`config.mk`:
```
export PLATFORM = sky130hd
export DESIGN_NAME = time_set_ctrl
export DESIGN_NICKNAME = d
export VERILOG_FILES = /design/src/rtl/time_set_ctrl_pkg.sv /design/src/rtl/time_set_ctrl_field_stepper.sv /design/src/rtl/time_set_ctrl.sv
export SDC_FILE = /design/constraint.sdc
export NUM_CORES = 1
export LEC_CHECK = 0
export ABC_AREA = 1
export BUFFER_PORTS_ARGS = -buffer_cell sky130_fd_sc_hd__buf_2
export CAP_MARGIN = 20
export CORE_UTILIZATION = 30
export CTS_CLUSTER_DIAMETER = 50
export DETAILED_ROUTE_END_ITERATION = 10
export RECOVER_POWER = 50
export SYNTH_ARGS = -nofsm -noshare
export SYNTH_HDL_FRONTEND = slang
export SYNTH_HIERARCHICAL = 1
export SYNTH_SLANG_ARGS = --single-unit
```
`constraint.sdc`:
```
create_clock -name CP -period 3.1 [get_ports CP]
set_clock_uncertainty 0.15 [all_clocks]
set_input_delay 0.775 -clock CP [delete_from_list [all_inputs] [get_ports CP]]
set_output_delay 0.775 -clock CP [all_outputs]
set_load 0.02 [all_outputs]
```
`src/rtl/time_set_ctrl_pkg.sv`:
```
// Shared encodings for the hh:mm:ss set/run sequencer: modes, digit slots and BCD limits.
package time_ctrl_pkg;

  typedef enum logic [1:0] {
    MODE_RUN   = 2'b00,
    MODE_SET_H = 2'b01,
    MODE_SET_M = 2'b10,
    MODE_SET_S = 2'b11
  } mode_e;

  localparam int unsigned DIG_S0 = 0;
  localparam int unsigned DIG_S1 = 1;
  localparam int unsigned DIG_M0 = 2;
  localparam int unsigned DIG_M1 = 3;
  localparam int unsigned DIG_H0 = 4;
  localparam int unsigned DIG_H1 = 5;

  localparam logic [3:0] BCD_ZERO     = 4'd0;
  localparam logic [3:0] BCD_UNIT_MAX = 4'd9;
  localparam logic [3:0] BCD_TENS_MAX = 4'd5;

  // Two-digit mask of the field edited in a given mode; empty in RUN.
  function automatic logic [5:0] field_mask(input mode_e m);
    logic [5:0] r;
    r = '0;
    case (m)
      MODE_SET_H: r = 6'b110000;
      MODE_SET_M: r = 6'b001100;
      MODE_SET_S: r = 6'b000011;
      default:    r = '0;
    endcase
    return r;
  endfunction

endpackage

```
`src/rtl/time_set_ctrl_field_stepper.sv`:
```
// One two-digit BCD field stepped up/down with wrap; used for hours, minutes and seconds.
module field_stepper
  import time_ctrl_pkg::*;
(
  input  logic [3:0] unit,
  input  logic [3:0] tens,
  input  logic       up,
  input  logic       down,
  input  logic [3:0] tens_max,
  input  logic [3:0] unit_max_at_top,
  output logic [1:0] en,
  output logic [1:0] load,
  output logic [7:0] d
);

  // Fields topping out at x9 wrap through the counters' own modulus;
  // others (hours) need explicit loads at the wrap points.
  logic wrap_by_load;
  assign wrap_by_load = (unit_max_at_top != BCD_UNIT_MAX);

  always_comb begin
    en   = '0;
    load = '0;
    d    = '0;
    if (up && !down) begin
      if (wrap_by_load && unit == unit_max_at_top && tens == tens_max) begin
        load = 2'b11;
      end else begin
        en[0] = 1'b1;
        en[1] = (unit == BCD_UNIT_MAX);
      end
    end else if (down && !up) begin
      if (unit != BCD_ZERO) begin
        en[0] = 1'b1;
      end else if (!wrap_by_load) begin
        en = 2'b11;
      end else if (tens == BCD_ZERO) begin
        load = 2'b11;
        d    = {tens_max, unit_max_at_top};
      end else begin
        en[1]  = 1'b1;
        load[0] = 1'b1;
        d[3:0] = BCD_UNIT_MAX;
      end
    end
  end

endmodule

```
`src/rtl/time_set_ctrl.sv`:
```
// hh:mm:ss sequencer: RUN carry chain plus SET_H/SET_M/SET_S editing with idle timeout.
// Optional display blink on the edited field when TIME_SET_BLINK_EN is defined.
module time_set_ctrl
  import time_ctrl_pkg::*;
#(
  parameter int unsigned HOURS_MAX   = 23,
  parameter int unsigned SET_TIMEOUT = 30
) (
  input  logic        CP,
  input  logic        nCLR,
  input  logic        tick_1hz,
  input  logic        btn_mode,
  input  logic        btn_up,
  input  logic        btn_down,
  input  logic [23:0] digits,
  output logic [5:0]  en,
  output logic [5:0]  load,
  output logic        dir,
  output logic [23:0] d,
  output logic [1:0]  mode,
  output logic [5:0]  blink
);

  localparam logic [3:0] H_TENS_TOP = 4'(HOURS_MAX / 10);
  localparam logic [3:0] H_UNIT_TOP = 4'(HOURS_MAX % 10);
  localparam int unsigned TW = (SET_TIMEOUT > 1) ? $clog2(SET_TIMEOUT + 1) : 1;
  localparam logic [TW-1:0] TMO_LAST = TW'((SET_TIMEOUT == 0) ? 0 : SET_TIMEOUT - 1);

  logic [3:0] s0, s1, m0, m1, h0, h1;
  assign s0 = digits[DIG_S0*4 +: 4];
  assign s1 = digits[DIG_S1*4 +: 4];
  assign m0 = digits[DIG_M0*4 +: 4];
  assign m1 = digits[DIG_M1*4 +: 4];
  assign h0 = digits[DIG_H0*4 +: 4];
  assign h1 = digits[DIG_H1*4 +: 4];

  mode_e         mode_q, mode_d;
  logic [TW-1:0] tmo_q, tmo_d;

  logic any_btn, step_ok, step_up, step_dn;
  assign any_btn = btn_mode | btn_up | btn_down;
  // A mode press or opposing up+down cancels the step.
  assign step_ok = !btn_mode && (btn_up ^ btn_down);
  assign step_up = step_ok && btn_up;
  assign step_dn = step_ok && btn_down;

  logic [1:0] h_en, h_load, m_en, m_load, sc_en, sc_load;
  logic [7:0] h_d, m_d, sc_d;

  field_stepper u_step_h (
    .unit(h0), .tens(h1),
    .up(step_up && mode_q == MODE_SET_H), .down(step_dn && mode_q == MODE_SET_H),
    .tens_max(H_TENS_TOP), .unit_max_at_top(H_UNIT_TOP),
    .en(h_en), .load(h_load), .d(h_d)
  );

  field_stepper u_step_m (
    .unit(m0), .tens(m1),
    .up(step_up && mode_q == MODE_SET_M), .down(step_dn && mode_q == MODE_SET_M),
    .tens_max(BCD_TENS_MAX), .unit_max_at_top(BCD_UNIT_MAX),
    .en(m_en), .load(m_load), .d(m_d)
  );

  field_stepper u_step_s (
    .unit(s0), .tens(s1),
    .up(step_up && mode_q == MODE_SET_S), .down(step_dn && mode_q == MODE_SET_S),
    .tens_max(BCD_TENS_MAX), .unit_max_at_top(BCD_UNIT_MAX),
    .en(sc_en), .load(sc_load), .d(sc_d)
  );

  always_comb begin
    mode_d = mode_q;
    tmo_d  = tmo_q;
    if (btn_mode) begin
      tmo_d = '0;
      unique case (mode_q)
        MODE_RUN:   mode_d = MODE_SET_H;
        MODE_SET_H: mode_d = MODE_SET_M;
        MODE_SET_M: mode_d = MODE_SET_S;
        MODE_SET_S: mode_d = MODE_RUN;
      endcase
    end else if (btn_up || btn_down) begin
      tmo_d = '0;
    end else if (tick_1hz && mode_q != MODE_RUN && SET_TIMEOUT != 0) begin
      if (tmo_q == TMO_LAST) begin
        mode_d = MODE_RUN;
        tmo_d  = '0;
      end else begin
        tmo_d = tmo_q + 1'b1;
      end
    end
  end

  always_ff @(posedge CP or negedge nCLR) begin
    if (!nCLR) begin
      mode_q <= MODE_RUN;
      tmo_q  <= '0;
    end else begin
      mode_q <= mode_d;
      tmo_q  <= tmo_d;
    end
  end

  logic [5:0]  en_c, load_c;
  logic [23:0] d_c;
  logic        dir_c;
  logic        c1, c2, c3, hour_carry;

  always_comb begin
    en_c       = '0;
    load_c     = '0;
    d_c        = '0;
    dir_c      = 1'b0;
    c1         = 1'b0;
    c2         = 1'b0;
    c3         = 1'b0;
    hour_carry = 1'b0;
    unique case (mode_q)
      MODE_RUN: begin
        if (tick_1hz) begin
          dir_c      = 1'b1;
          c1         = (s0 == BCD_UNIT_MAX);
          c2         = c1 && (s1 == BCD_TENS_MAX);
          c3         = c2 && (m0 == BCD_UNIT_MAX);
          hour_carry = c3 && (m1 == BCD_TENS_MAX);
          en_c[DIG_S0] = 1'b1;
          en_c[DIG_S1] = c1;
          en_c[DIG_M0] = c2;
          en_c[DIG_M1] = c3;
          // Rolling past the last hour clears both hour digits by load.
          if (hour_carry && h1 == H_TENS_TOP && h0 == H_UNIT_TOP) begin
            load_c[DIG_H1] = 1'b1;
            load_c[DIG_H0] = 1'b1;
          end else begin
            en_c[DIG_H0] = hour_carry;
            en_c[DIG_H1] = hour_carry && (h0 == BCD_UNIT_MAX);
          end
        end
      end
      MODE_SET_H: begin
        dir_c       = step_up;
        en_c[5:4]   = h_en;
        load_c[5:4] = h_load;
        d_c[23:16]  = h_d;
      end
      MODE_SET_M: begin
        dir_c       = step_up;
        en_c[3:2]   = m_en;
        load_c[3:2] = m_load;
        d_c[15:8]   = m_d;
      end
      MODE_SET_S: begin
        dir_c       = step_up;
        en_c[1:0]   = sc_en;
        load_c[1:0] = sc_load;
        d_c[7:0]    = sc_d;
      end
    endcase
  end

  logic [5:0] blink_c;

`ifdef TIME_SET_BLINK_EN
  logic phase_q, phase_d;

  // Any press or mode change restarts the phase visible so edits show at once.
  always_comb begin
    phase_d = phase_q;
    if (any_btn || mode_d != mode_q) phase_d = 1'b0;
    else if (tick_1hz)               phase_d = ~phase_q;
  end

  always_ff @(posedge CP or negedge nCLR) begin
    if (!nCLR) phase_q <= 1'b0;
    else       phase_q <= phase_d;
  end

  assign blink_c = phase_q ? field_mask(mode_q) : '0;
`else
  logic unused_any_btn;
  assign unused_any_btn = any_btn;
  assign blink_c        = '0;
`endif

  assign en    = nCLR ? (en_c & ~load_c) : '0;
  assign load  = nCLR ? load_c : '0;
  assign d     = nCLR ? d_c : '0;
  assign dir   = nCLR & dir_c;
  assign mode  = nCLR ? mode_q : MODE_RUN;
  assign blink = nCLR ? blink_c : '0;

endmodule

```
Word level (Yosys, flattened, before mapping)

Cells that the tools add are included.
Widths: inputs -> output; s select.

Flip-flop bits (word level): 7
Logic and storage cells: 107
Output and inout bits: 45
Input bits: 30

Equality and inequality tests: 12
Bitwise operators: 4
Multiplexer cells: 46
Add/subtract/negate cells: 1
Reductions and logical operators: 42

Operators by type and width:

| cell                | count |
|---|---|
| $mux 2              | 20 |
| $mux 8              | 4 |
| $mux 24             | 1 |
| $logic_and 1x1->1   | 23 |
| $mux 5              | 4 |
| $mux 6              | 3 |
| $pmux 2 s2          | 4 |
| $eq 4x4->1 const B  | 3 |
| $reduce_bool 4->1   | 3 |
| $eq 4x2->1 const B  | 2 |
| $eq 4x3->1 const B  | 2 |
| $pmux 2 s4          | 1 |
| $logic_not 1->1     | 7 |
| $mux 1              | 7 |
| $and 6x6->6         | 1 |
| $not 6->6           | 1 |
| $reduce_bool 2->1   | 3 |
| $add 5x1->5 const B | 1 |
| $eq 5x5->1 const B  | 1 |
| $eq 2x2->1 const B  | 2 |
| $logic_not 4->1     | 1 |
| $mux 4              | 1 |
| $reduce_and 3->1    | 1 |
| $reduce_bool 3->1   | 1 |
| other kinds (8)     | 8 |

Logic depth before layout (Yosys ltp)

Depth after elaboration: 12
Depth in mapped cells: 13
Depth with buffers taken out: 13

Cells and area by module

The synthesis kept the hierarchy.

By module, submodules not included:

| module        | area each (um2) | cells an instance | sequential area each (um2) | instances |
|---|---|---|---|---|
| time_set_ctrl | 1068.5          | 197               | 175.2                      | 1 |
| field_stepper | 326.6           | 62                | 0.0                        | 3 |

Worst setup path before layout

OpenSTA, ideal clock, no wires.

Path type: input port to output port
Start point: input btn_up
End point: output en[1]
Stages: 10
Setup slack: -0.212 ns
Data required time: 2.175 ns
Buffers on the path: 0
Arrival time: 2.387 ns
Path through: inv_1 ha_1 nand3_1 nor2_1 inv_1 nor3_4 nand2_1 o21ai_1 nand2_1 a221oi_1

Word-level cells in the longest chain between the ends: 11
Elaborated cells on any way between the ends: 15
Classes of those cells: mux (4); bitwise (2); reduce/logical (9)

Ends and longest elaborated chain:

| element            | RTL line                          | text |
|---|---|---|
| start: declaration | time_set_ctrl.sv:13               | `input logic btn_up,` |
| $xor 1x1->1        | time_set_ctrl.sv:43               | `assign step_ok = !btn_mode && (btn_up ^ btn_down);` |
| $logic_and 1x1->1  | time_set_ctrl.sv:43               |  |
| $logic_and 1x1->1  | time_set_ctrl.sv:44               | `assign step_up = step_ok && btn_up;` |
| $logic_and 1x1->1  | time_set_ctrl.sv:66               | `.up(step_up && mode_q == MODE_SET_S), .down(step_dn && mode_q == MODE_SET_S),` |
| $logic_not 1->1    | time_set_ctrl_field_stepper.sv:32 | `end else if (down && !up) begin` |
| $logic_and 1x1->1  | time_set_ctrl_field_stepper.sv:32 |  |
| $mux 2             | time_set_ctrl_field_stepper.sv:32 |  |
| $mux 2 (*)         | time_set_ctrl_field_stepper.sv:25 | `if (up && !down) begin` |
| via sc_en[1]       | time_set_ctrl.sv:47               | `logic [1:0] h_en, h_load, m_en, m_load, sc_en, sc_load;` |
| $pmux 2 s2 (*)     | time_set_ctrl.sv:118              | `unique case (mode_q)` |
| $and 6x6->6 (*)    | time_set_ctrl.sv:185              | `assign en = nCLR ? (en_c & ~load_c) : '0;` |
| $mux 6 (*)         | time_set_ctrl.sv:185              |  |
| end: declaration   | time_set_ctrl.sv:16               | `output logic [5:0] en,` |

Mark *: on every way through the listed nets, which the timed path passes. The rest lies on a longest branch.

Worst setup path after layout

Start point: input btn_up
End point: output load[5]

Word-level cells in the longest chain between the ends: 10
Elaborated cells on any way between the ends: 14
Classes of those cells: mux (4); bitwise (1); reduce/logical (9)

Ends and longest elaborated chain:

| element           | RTL line                          | text |
|---|---|---|
| $xor 1x1->1       | time_set_ctrl.sv:43               |  |
| $logic_and 1x1->1 | time_set_ctrl.sv:43               |  |
| $logic_and 1x1->1 | time_set_ctrl.sv:44               |  |
| $logic_and 1x1->1 | time_set_ctrl.sv:52               | `.up(step_up && mode_q == MODE_SET_H), .down(step_dn && mode_q == MODE_SET_H),` |
| $logic_not 1->1   | time_set_ctrl_field_stepper.sv:32 |  |
| $logic_and 1x1->1 | time_set_ctrl_field_stepper.sv:32 |  |
| $mux 2            | time_set_ctrl_field_stepper.sv:32 |  |
| $mux 2 (*)        | time_set_ctrl_field_stepper.sv:25 |  |
| via h_load[1]     | time_set_ctrl.sv:47               |  |
| $pmux 2 s2 (*)    | time_set_ctrl.sv:118              |  |
| $mux 6 (*)        | time_set_ctrl.sv:186              | `assign load = nCLR ? load_c : '0;` |
| end: declaration  | time_set_ctrl.sv:17               | `output logic [5:0] load,` |

Marks and branches as above.

==> impl_metrics.json <==
{
  "wl_mm": 5.44,
  "status": "finished with violations",
  "hold_buffers": 0,
  "ios": 75,
  "grt_pass1_vias": 2127,
  "hold_violations": 0,
  "synth-simple-area-share": 0.546,
  "reg2reg_depth": 7,
  "yosys_warnings": 6,
  "clk_pin_slew_worst_paths_ns": 0.04,
  "cts_max_path_buffers": 2,
  "ant_nets": 0,
  "drt_iter0_drc": 72,
  "critPathKind": "in -> out",
  "power_leakage_uw": 0.00145,
  "clkLatencyLatePin_ns": 0.24,
  "use_met3": 0.0128,
  "power_density_nw_per_um2": 201,
  "synth_mux_area_frac": 0.00489,
  "drive_gt1_frac": 0.257,
  "holdCritPathClass": "in -> async",
  "grt_pass1_wl_mm": 9.32,
  "cp_data_required_time_ns": 2.17,
  "grt-ovfl-total": 0,
  "die_y_microns": 84.6,
  "synth.ff_latch_count": 7,
  "synth_xor_area_frac": 0.0727,
  "portBuffers": 44,
  "syn_inst": 383,
  "cp_cell_sequence": "buf_8, inv_4, ha_4, nand3_4, nor2_4, inv_2, nor3_4, nand3_4, nand2_2, nand2_2, a21oi_2, buf_4",
  "die_area_sq_um": 7160,
  "peakVddDrop_mv": 0.116,
  "endpoint_kind": "primary output",
  "ys_seq_area_frac": 0.0855,
  "viasPerCell": 4.24,
  "cp.arrival_ns": 2.23,
  "max_freq_mhz": 317,
  "multi_input_area_sq_um": 1870,
  "htreeDepth": 1,
  "setup_viol": 10,
  "place_area_sq_um": 2670,
  "start_util": 0.317,
  "drv_slew": 0,
  "cts_sinks": 7,
  "critPathLaunchType": "input port",
  "rsz0062_at_grt": "yes",
  "synth-compound-area-share": 0.0574,
  "avgRoutedWirePerCell_microns": 9.46,
  "slowest_delay_ns": 0.28,
  "fillCellCount": 724,
  "avgSynthCellArea_sq_um": 5.35,
  "cts_tree": "yes",
  "grt_use_met1": 0.206,
  "stdcell_area_sq_um": 2930,
  "yosysUniqueCellTypes": 29,
  "violations": "negative setup slack",
  "synth_fa_ha_area_frac": 0.0428,
  "fp.dieW_microns": 84.6,
  "n_antenna_cell": 0,
  "vias": 2437,
  "hold-worst-slack_ns": 0.346,
  "top_usage_layer": "met2",
  "dpl.hpwl_mm": 4.56,
  "fin_nets": 536,
  "max-cap-violations": 0,
  "fin_crit_ns": 3.15,
  "fin_ws_ns": -0.0540,
  "cp_slowest_cell": "ha_4",
  "gp_congestion": 0.890,
  "gr-usage-met2": 0.276,
  "drc": 0,
  "antenna_found_initial": 0,
  "numCtsBuffers": 3,
  "synth_top_family_by_area": "simple AND/OR/NAND/NOR gates",
  "area_growth_pct": 43.2,
  "path_max_fanout": 5,
  "grt_start_max_net_pins": 13,
  "cts_root_buffer": "clkbuf_8",
  "synth_area_sq_um": 2050,
  "final_common_cell": "nand2_1",
  "regArea_sq_um": 175,
  "mostFrequentLayoutCells": "nand2_1, nor2_1, inv_1",
  "rows": 29,
  "grtUsageTotal": 0.156,
  "period_share": 1.02,
  "drtPass1Iterations": 6,
  "coreArea_sq_um": 6460
}
## worst max-delay path, delay by kind of cell
kind,cells,cell delay (ns)
adders and majority gates,1,0.28
AOI/OAI and AO/OA,1,0.14
buffers and inverters,4,0.31
and+or+nand+nor,6,0.74
## registers in the layout (all words and copies together), names as in the netlist
| signal | flops |
|---|---|
| tmo_q | 5 |
| mode_q | 2 |
## where the power goes
| group | internal [uW] | leakage [uW] | switching, uW |
|---|---|---|---|
| combinational | 123 | 0.00134 | 219 |
| clock | 89.6 | 0.0000228 | 46.3 |
| sequential | 99.7 | 0.0000939 | 12.2 |
| total | 312 | 0.00145 | 278 |
## routing by layer
metal / vias up / routed length (microns)
met2: 60 / 2690
li1: 1317 / -
met1: 1055 / 2500
met4: 0 / 44
met3: 5 / 206
met5: - / 0
## cells in the mapped netlist, drive strengths merged
master | instances | area, sq um
nand2 | 97 | 372
nor2 | 91 | 362
inv | 87 | 327
nand3 | 26 | 200
xnor2 | 15 | 131
a21oi | 11 | 55.1
nand4 | 9 | 56.3
dfrtp | 7 | 175
ha | 7 | 87.6
buf | 6 | 45.0
nor3 | 5 | 58.8
o21ai | 4 | 20.0
nor4 | 3 | 63.8
o22ai | 3 | 18.8
a221oi | 2 | 17.5
clkbuf | 2 | 7.51
conb | 2 | 7.51
xor2 | 2 | 17.5
a31oi | 1 | 6.26
clkinv | 1 | 3.75
mux2i | 1 | 10.0
or2 | 1 | 6.26
## repair_timing
action                                  4_1_cts  5_1_grt
endpoints found under the setup margin       12       12
pin swaps                                    20       10
setup buffers                                 2        1
gates resized for setup                      43       18
hold endpoints to repair                      0        0
## area by class of cell
type,count,area share
repair buffers,61,0.141
clock buffers,4,0.0154
well taps,77,0.0328
inverters,88,0.115
flip-flops and latches,7,0.0597
multi-input cells,338,0.636
## stage by stage
step / setup TNS [ns] / instances / total power [uW] / utilization / worst slack, ns
after floorplan: -0.0334 / 441 / 318 / - / -0.0334
after global placement: -2.23 / 568 / 413 / 0.414 / -0.298
after detailed placement: -2.17 / 568 / 418 / 0.414 / -0.295
after CTS: -0.145 / 574 / 580 / 0.445 / -0.0291
after global routing: -1.41 / 575 / 644 / 0.454 / -0.148
final: -0.267 / 575 / 590 / 0.454 / -0.0540
## final timing paths
path | from | end | slack [ns]
min in group CP | tmo_q[0]$_DFFE_PN0P_ | tmo_q[0]$_DFFE_PN0P_ | 0.40
max in group asynchronous | nCLR | tmo_q[0]$_DFFE_PN0P_ | 2.29
min | nCLR | mode_q[1]$_DFFE_PN0P_ | 0.35
min reg2reg | tmo_q[0]$_DFFE_PN0P_ | tmo_q[0]$_DFFE_PN0P_ | 0.40
max reg2reg | mode_q[0]$_DFFE_PN0P_ | tmo_q[2]$_DFFE_PN0P_ | 1.41
max | btn_up | load[5] | -0.05
## kinds of logic after synthesis
family,Yosys count
simple gates,232
other cells,2
xor+xnor,17
buf+inv,96
mux,1
compound gates,21
fa+ha+maj,7
flops,7
No activity file was read; power rests on OpenSTA's default activity.
